===== src/rtl/acf_block_normaliser_pkg.sv =====
// rtl/acf_block_normaliser_pkg.sv - shared constants and state encoding for the ACF block normaliser
package acf_block_normaliser_pkg;

    // Highest lag index; a block is ACF_LAGS+1 words, lag 0 first.
    localparam int ACF_LAGS      = 12;
    // Signed width of each incoming autocorrelation sum.
    localparam int ACF_IN_WIDTH  = 43;
    // Signed width of each normalised word handed to the Levinson stage.
    localparam int ACF_OUT_WIDTH = 32;
    // Shift field width; must be able to hold ACF_IN_WIDTH.
    localparam int ACF_SHIFT_W   = 6;

    // Capture the burst, compute the block shift, then stream it out.
    typedef enum logic [1:0] {
        ST_COLLECT = 2'd0,
        ST_NORM    = 2'd1,
        ST_SEND    = 2'd2
    } state_t;

endpackage


===== src/rtl/acf_lzc.sv =====
// rtl/acf_lzc.sv - combinational leading-zero counter, all-zero input returns WIDTH
module acf_lzc
    import acf_block_normaliser_pkg::*;
#(
    parameter int WIDTH = ACF_IN_WIDTH,
    parameter int CNT_W = ACF_SHIFT_W
) (
    input  logic [WIDTH-1:0] value,
    output logic [CNT_W-1:0] count
);

    // Scan LSB to MSB so the highest set bit is the last one to write the count.
    always_comb begin
        count = CNT_W'(WIDTH);
        for (int i = 0; i < WIDTH; i++) begin
            if (value[i]) begin
                count = CNT_W'(WIDTH - 1 - i);
            end
        end
    end

endmodule


===== src/rtl/acf_block_normaliser.sv =====
// rtl/acf_block_normaliser.sv - buffers an ACF burst and streams it block-normalised to the LPC stage
module acf_block_normaliser
    import acf_block_normaliser_pkg::*;
#(
    parameter int LAGS      = ACF_LAGS,
    parameter int IN_WIDTH  = ACF_IN_WIDTH,
    parameter int OUT_WIDTH = ACF_OUT_WIDTH,
    parameter int SHIFT_W   = ACF_SHIFT_W
) (
    input  logic                        iClock,
    input  logic                        iReset,
    input  logic                        iEnable,
    input  logic signed [IN_WIDTH-1:0]  iACF,
    input  logic                        iValid,
    input  logic                        iReady,
    output logic signed [OUT_WIDTH-1:0] oACF,
    output logic [3:0]                  oIndex,
    output logic [SHIFT_W-1:0]          oShift,
    output logic                        oValid,
    output logic                        oBusy,
    output logic                        oOverrun
);

    localparam logic [3:0]         LAST_IDX  = 4'(LAGS);
    localparam logic [SHIFT_W-1:0] SHIFT_ONE = SHIFT_W'(1);

    state_t                      state_q;
    state_t                      state_d;
    logic [3:0]                  wr_idx;
    logic [3:0]                  rd_idx;
    logic [3:0]                  pres_idx;
    logic signed [IN_WIDTH-1:0]  acf_buf [0:LAGS];
    logic [SHIFT_W-1:0]          lz;
    logic                        acf0_positive;
    logic [SHIFT_W-1:0]          norm_shift;
    logic signed [IN_WIDTH-1:0]  shifted;
    logic signed [OUT_WIDTH-1:0] out_word;
    logic                        word_in;
    logic                        handshake;

    acf_lzc #(
        .WIDTH (IN_WIDTH),
        .CNT_W (SHIFT_W)
    ) u_lzc (
        .value (acf_buf[0]),
        .count (lz)
    );

    assign word_in   = iEnable & iValid;
    assign handshake = iEnable & oValid & iReady;
    assign oBusy     = (state_q != ST_COLLECT);

    // ACF[0] <= 0 is a degenerate block and passes through unshifted; otherwise
    // the shift lands ACF[0]'s MSB one below the sign bit.
    assign acf0_positive = !acf_buf[0][IN_WIDTH-1] && (acf_buf[0] != '0);
    assign norm_shift    = acf0_positive ? (lz - SHIFT_ONE) : '0;

    // Word to present next: the current one on first entry to SEND, else its successor.
    assign pres_idx = (oValid && (rd_idx != LAST_IDX)) ? (rd_idx + 4'd1) : rd_idx;

    // |ACF[k]| <= ACF[0], so the left shift cannot overflow; the arithmetic right
    // shift then truncates toward -inf with no rounding.
    assign shifted  = acf_buf[pres_idx] <<< oShift;
    assign out_word = OUT_WIDTH'(shifted >>> (IN_WIDTH - OUT_WIDTH));

    // State register; reset wins over enable.
    always_ff @(posedge iClock) begin
        if (iReset) begin
            state_q <= ST_COLLECT;
        end else begin
            state_q <= state_d;
        end
    end

    // Next-state logic; every transition requires an enabled cycle.
    always_comb begin
        state_d = state_q;
        case (state_q)
            ST_COLLECT: if (word_in && (wr_idx == LAST_IDX)) state_d = ST_NORM;
            ST_NORM:    if (iEnable) state_d = ST_SEND;
            ST_SEND:    if (handshake && (rd_idx == LAST_IDX)) state_d = ST_COLLECT;
            default:    state_d = ST_COLLECT;
        endcase
    end

    // Capture buffer, shift register, output stream and overrun flag.
    always_ff @(posedge iClock) begin
        if (iReset) begin
            wr_idx   <= '0;
            rd_idx   <= '0;
            oACF     <= '0;
            oIndex   <= '0;
            oShift   <= '0;
            oValid   <= 1'b0;
            oOverrun <= 1'b0;
            for (int i = 0; i <= LAGS; i++) begin
                acf_buf[i] <= '0;
            end
        end else if (iEnable) begin
            // Words arriving outside COLLECT are dropped and flagged.
            if (iValid && (state_q != ST_COLLECT)) begin
                oOverrun <= 1'b1;
            end
            case (state_q)
                ST_COLLECT: begin
                    if (iValid) begin
                        acf_buf[wr_idx] <= iACF;
                        wr_idx          <= (wr_idx == LAST_IDX) ? 4'd0 : (wr_idx + 4'd1);
                    end
                end
                ST_NORM: begin
                    oShift <= norm_shift;
                    rd_idx <= '0;
                end
                ST_SEND: begin
                    if (!oValid) begin
                        oValid <= 1'b1;
                        oACF   <= out_word;
                        oIndex <= rd_idx;
                    end else if (iReady) begin
                        if (rd_idx == LAST_IDX) begin
                            oValid <= 1'b0;
                            rd_idx <= '0;
                        end else begin
                            rd_idx <= pres_idx;
                            oACF   <= out_word;
                            oIndex <= pres_idx;
                        end
                    end
                end
                default: begin
                end
            endcase
        end
    end

endmodule


===== config.mk =====
export PLATFORM = sky130hd
export DESIGN_NAME = acf_block_normaliser
export DESIGN_NICKNAME = d
export VERILOG_FILES = /design/src/rtl/acf_block_normaliser_pkg.sv /design/src/rtl/acf_lzc.sv /design/src/rtl/acf_block_normaliser.sv
export SDC_FILE = /design/constraint.sdc
export NUM_CORES = 1
export LEC_CHECK = 0
export ABC_AREA = 1
export BUFFER_PORTS_ARGS = -buffer_cell sky130_fd_sc_hd__buf_4
export CORE_MARGIN = 4
export CORE_UTILIZATION = 50
export CTS_BUF_LIST = sky130_fd_sc_hd__clkbuf_2 sky130_fd_sc_hd__clkbuf_4 sky130_fd_sc_hd__clkbuf_8
export DETAILED_ROUTE_END_ITERATION = 8
export GPL_ROUTABILITY_DRIVEN = 0
export PLACE_DENSITY = 0.73
export SYNTH_ARGS = -nofsm -noshare
export SYNTH_HDL_FRONTEND = slang
export SYNTH_SLANG_ARGS = --single-unit

===== constraint.sdc =====
create_clock -name iClock -period 7.13 [get_ports iClock]
set_clock_uncertainty 0.1 [all_clocks]
set_input_delay 1.0695 -clock iClock [delete_from_list [all_inputs] [get_ports iClock]]
set_output_delay 1.0695 -clock iClock [all_outputs]
set_load 0.05 [all_outputs]

==> results.json, run 1 <==
{
  "die-area_mm2": 0.0733,
  "vias": 26138,
  "grt_pass1_wl_um": 147000,
  "postCtsSetupBuffers": 0,
  "r2r_slack_ns": 2.18,
  "netlist_instances": 3430,
  "synth.area.top_cells": "edfxtp_1 (60%), nor2_1 (10%), o21ai_0 (4.8%), nand2_1 (3.3%), dfxtp_1 (3.1%)",
  "ys_ff_latch": 742,
  "ant_nets": 0,
  "drv_slew": 0,
  "grt_usage_pct": 25.7,
  "setup_viol": 0,
  "clock.fmax_mhz": 202,
  "hpwl_um": 58100,
  "clk-insertion-delay-late_ns": 0.74,
  "antenna_found_initial": 1,
  "wl_met1_um": 37800,
  "drc_errors": 0,
  "slowest_stage": "inv_8",
  "drt_first_pass_iters": 6,
  "worstPathRequired_ns": 7.69,
  "synth.net_count": 3485,
  "syn_area_mm2": 0.0345,
  "crit_path_start_kind": "register",
  "cts_inserted_buffers": 116,
  "ctsResizeCount": 0,
  "min_path_cells": 2,
  "grt_pass1_vias": 25244,
  "crit_family": "compound AO/OA/AOI/OAI gates",
  "wl_met2_um": 44300,
  "yosysTopAreaCellShare_pct": 59.8,
  "setup.worst_path.end_class": "register",
  "avgSynthCellArea_um2": 10.1,
  "final-hold-violation-count": 0,
  "cp.arrival_ns": 5.50,
  "async_flop_share_pct": 0,
  "status": "finished, final reports clean",
  "synth_largest_area_cell": "edfxtp_1",
  "ir_worst_vdd_uv": 151,
  "synth.distinct_cells": 59,
  "timing.rr.start": "rd_idx[0]",
  "overflow": 0,
  "drt-initial-drc-count": 3046,
  "post-route-period-util_pct": 69.4,
  "slew_headroom_pct": 19.8,
  "crit_type": "register to register",
  "drv_cap": 0,
  "hp-class": "register to register",
  "worst-path-buf-inv": 4,
  "dr_wl_met3_um": 9680,
  "fin_crit_ns": 4.95,
  "worst_r2r_endpoint": "oACF[17]",
  "postRouteWirelength_um": 96000,
  "die_w_um": 271,
  "cts.clk_slew.worst_paths_ns": 0.06,
  "min-delay-start": "oACF[1]",
  "core_area_mm2": 0.0685,
  "cts_max_level": 3,
  "hold_path_end": "oACF[1]",
  "io_buffers": 92,
  "grt_max_degree": 148,
  "pin_count": 93,
  "synth_most_common_cell": "nor2_1",
  "fin_nets": 3471,
  "yosysSeqAreaShare_pct": 63.0,
  "netlist_top_cells_count": "nor2_1 (940), edfxtp_1 (688), o21ai_0 (330)",
  "cp_cell_sequence": "inv_1 -> ha_1 -> nand3_4 -> nand2_4 -> nand2_4 -> nand2_8 -> inv_8 -> buf_4 -> o21ai_0 -> o221ai_1 -> o211ai_1 -> o21ai_1 -> mux2i_1 -> o21ai_1 -> o21ai_0 -> o21ai_0 -> nand2_1 -> nand3_1 -> nand2_1 -> inv_1",
  "top_layer": "met4",
  "tns_ns": 0,
  "yosys_warnings": 0,
  "whs_ns": 0.364,
  "synth-edff-count": 688,
  "die_y_um": 271,
  "critPathMaxFanout": 87,
  "synth_ff_type": "edfxtp_1",
  "cts_hold_buffers": 0,
  "ctsRootBufferMaster": "clkbuf_8",
  "worstMarginPinSlew_ns": 1.20,
  "clock_sink_count": 742,
  "p_per_area_mw_per_mm2": 236,
  "cts_tree": "built",
  "grt_setup_unrepaired": "false",
  "ff2ff_path_depth": 20,
  "path_common_cell": "o21ai_0",
  "wl_per_cell_um": 21.9,
  "utilization_pct": 55.0,
  "start_util_pct": 50.4,
  "syn2layout_area_growth_pct": 9.07,
  "p_leak_nw": 14.1,
  "critical-path-max-stage-delay_ns": 0.52,
  "drive_gt1_share_pct": 11.8,
  "via_per_inst": 5.96,
  "rows": 96,
  "cts_buffer_depth": 3
}
kinds of logic after synthesis:
logic type	count (synthesis)	synth area share, %
DFF	742	63.0
buffers and inverters	444	6.16
adders and majority gates	7	0.254
and+or+nand+nor	1347	15.3
xor gates and xnor gates	3	0.0979
AOI/OAI and AO/OA	876	14.9
muxes	11	0.319
through the flow:
| stage | cells | cell area, µm² | total power, mW | setup WS, ns |
|---|---|---|---|---|
| after floorplan | 3430 | 34500 | 5.25 | 1.88 |
| after global placement | 4180 | 35400 | 5.42 | 2.24 |
| after detailed placement | 4180 | 35400 | 5.43 | 2.11 |
| after CTS | 4381 | 37700 | 8.92 | 2.23 |
| after global routing | 4382 | 37700 | 9.17 | 1.73 |
| final | 4382 | 37700 | 8.90 | 2.18 |
final cells by class:
class | instances | area (µm²)
clock inverters | 27 | 163
multi-input cells | 2244 | 10800
inverters | 162 | 621
well taps | 882 | 1100
flip-flops and latches | 742 | 21700
diodes | 1 | 2.50
clock buffers | 174 | 2110
repair buffers | 150 | 1150
fillers | 5883 | 30800
report_power, final:
part	leakage (nW)	internal, mW	switching (mW)
registers	7.37	4.87	0.0360
logic	5.47	0.107	0.332
clock network	1.22	1.91	1.64
state kept, by name (all words and copies together) (netlist names), 2 cells and up:
signal   cells
rd_idx       4
wr_idx       4
acf_buf    688
state_q      2
oShift       6
oACF        32
oIndex       4
cell usage in the layout, fill, tap and decap left out, types with 3 or more instances in the layout:
master / instances
a31oi_1: 30
a32o_1: 5
o21ai_2: 5
dfxtp_1: 54
inv_1: 147
inv_2: 11
or2_0: 3
edfxtp_1: 688
nand2_1: 285
a22oi_1: 3
o211ai_2: 7
o21ai_1: 166
clkbuf_8: 129
nand2_2: 25
o221ai_1: 56
nor3_2: 4
mux2i_1: 11
nand2_4: 3
clkinv_2: 10
o22ai_1: 68
clkinv_1: 14
a21oi_1: 91
or2_1: 3
nor4_1: 3
o211ai_1: 94
nand3_2: 3
ha_1: 7
o21ai_0: 330
buf_4: 148
nor2_1: 939
nor3_1: 6
a221oi_1: 4
nand3_1: 63
clkbuf_4: 45
routing by layer:
layer / up-vias / track usage (%)
met5: - / 0
met3: 252 / 5.37
li1: 11967 / -
met1: 12560 / 34.3
met2: 1359 / 40.8
met4: 0 / 11.7
tightest hold or removal path, delay by kind of cell (launching register included):
family / cells / cell delay, ns
AOI/OAI and AO/OA: 1 / 0.05
and+or+nand+nor: 1 / 0.06
DFF: 1 / 0.31
worst max path at each step:
stage	startpoint	depth (start not counted)	end	slack, ns
floorplan	iValid	6	acf_buf[13][0]	1.88
global placement	iEnable	10	acf_buf[2][21]	2.24
detailed placement	iEnable	10	acf_buf[9][35]	2.11
CTS	rd_idx[0]	20	oACF[17]	2.23
global route	rd_idx[0]	20	oACF[17]	1.73
finish	rd_idx[0]	20	oACF[17]	2.18
Note: power is estimated with default switching activity, not from simulation.
==> run 2: changes to the inputs <==
Settings changed: PLACE_DENSITY 0.73 to 0.76.
Clock period 7.13 ns to 4 ns, I/O delays scaled along.
==> results.json, run 2 (synthesis gave the netlist of run 1 again) <==
{
  "cts_buffer_depth": 3,
  "hpwl_um": 60800,
  "postRouteWirelength_um": 102000,
  "critical-path-max-stage-delay_ns": 0.41,
  "setup_viol": 0,
  "drt_first_pass_iters": 6,
  "grt_pass1_vias": 25614,
  "wl_per_cell_um": 22.5,
  "path_common_cell": "nand2_1",
  "drive_gt1_share_pct": 15.7,
  "worstPathRequired_ns": 4.50,
  "rows": 96,
  "cts_tree": "built",
  "die-area_mm2": 0.0733,
  "mostFrequentLayoutCells": "nor2_1 (938), edfxtp_1 (688), o21ai_0 (316)",
  "timing.rr.start": "acf_buf[0][1]",
  "crit_path_start_kind": "register",
  "postPlaceCellArea_mm2": 0.0364,
  "hold_path_end": "state_q[0]",
  "dp_cells": 4256,
  "r2r_slack_ns": 0.15,
  "min-delay-start": "iEnable",
  "grt_max_degree": 65,
  "cts_max_level": 3,
  "drv_cap": 0,
  "stdcell_count": 4530,
  "grt_setup_unrepaired": "true",
  "ff2ff_path_depth": 47,
  "core_area_mm2": 0.0685,
  "clock.fmax_mhz": 260,
  "antenna_found_initial": 1,
  "grt_pass1_wl_um": 150000,
  "top_regs": "acf_buf x688, oACF x32, oShift x6",
  "fin_nets": 3624,
  "start_util_pct": 50.4,
  "min_path_cells": 4,
  "worst_r2r_endpoint": "oShift[4]",
  "final-hold-violation-count": 0,
  "syn2layout_area_growth_pct": 15.4,
  "cts.clk_slew.worst_paths_ns": 0.06,
  "overflow": 0,
  "pin_count": 93,
  "utilization_pct": 58.2,
  "worstMarginPinSlew_ns": 1.27,
  "status": "finished, final reports clean",
  "whs_ns": 0.0903,
  "drv_slew": 0,
  "vias": 27584,
  "io_buffers": 92,
  "grt_usage_pct": 26.3,
  "cp.arrival_ns": 4.35,
  "slowest_stage": "edfxtp_1",
  "via_per_inst": 6.09,
  "cts_inserted_buffers": 111,
  "hp-class": "input pin to register",
  "ctsRootBufferMaster": "clkbuf_8",
  "crit_type": "register to register",
  "post-route-period-util_pct": 96.3,
  "ant_nets": 0,
  "critPathMaxFanout": 3,
  "clock_sink_count": 742,
  "fin_crit_ns": 3.85,
  "regMostFlops": "acf_buf",
  "slew_headroom_pct": 15.3,
  "layout_commonest_cell": "nor2_1",
  "die_w_um": 271,
  "p_leak_nw": 15.0,
  "p_per_area_mw_per_mm2": 392,
  "ir_worst_vdd_uv": 264,
  "largest_register_ffs": 688,
  "final_cell_area_mm2": 0.0398,
  "drt-initial-drc-count": 3402,
  "drc_errors": 0,
  "clk-insertion-delay-late_ns": 0.75,
  "setup.worst_path.end_class": "register",
  "die_y_um": 271
}
run 2: per-stage QoR:
stage	total power [mW]	worst slack, ns	TNS, ns
6_report	15.6	0.150	0
5_1_grt	16.1	-0.218	-0.557
4_1_cts	15.6	0.0388	0
3_5_place_dp	9.70	0.0875	0
3_3_place_gp	9.67	0.123	0
2_1_floorplan	9.36	-0.817	-70.29
run 2: where the power goes:
part	internal, mW	switching [mW]
combinational	0.274	0.623
clock	3.08	2.92
sequential	8.68	0.0623
total	12.0	3.60
run 2: worst max path at each step:
stage	from	endpoint	slack [ns]
2_1_floorplan	state_q[0]	acf_buf[13][0]	-0.82
3_3_place_gp	rd_idx[0]	oACF[29]	0.12
3_5_place_dp	acf_buf[0][1]	oShift[4]	0.09
4_1_cts	rd_idx[0]	oACF[31]	0.04
5_1_grt	acf_buf[0][1]	oShift[4]	-0.22
6_report	acf_buf[0][1]	oShift[4]	0.15
run 2: critical path: cells and delay by family (launching register included):
kind	cells	cell delay [ns]
buffers and inverters	1	0.09
DFF	1	0.41
and+or+nand+nor	43	2.59
adders and majority gates	1	0.16
AOI/OAI and AO/OA	2	0.36
run 2: metal layers:
metal | vias to the layer above | routed length [µm] | GRT usage [%]
li1 | 12281 | - | -
met1 | 13275 | 37400 | 34.7
met2 | 1777 | 48100 | 42.6
met3 | 251 | 12000 | 5.80
met4 | 0 | 4260 | 10.6
met5 | - | 0 | 0
run 2: final cells by class:
| class | count | area (µm²) |
|---|---|---|
| Inverter | 162 | 653 |
| Sequential cell | 742 | 21700 |
| Fill cell | 5511 | 28600 |
| Clock buffer | 155 | 1870 |
| Timing Repair inverter | 1 | 11.3 |
| Tap cell | 882 | 1100 |
| Antenna cell | 2 | 5.00 |
| Multi-Input combinational cell | 2244 | 11000 |
| Clock inverter | 35 | 223 |
| Timing Repair Buffer | 307 | 3190 |
run 2: repair_timing:
item | CTS | global route
hold endpoints to repair | 130 | 0
setup buffers | 0 | 25
hold buffers | 45 | 0
resized for setup | 0 | 112
setup endpoints to repair | 0 | 35
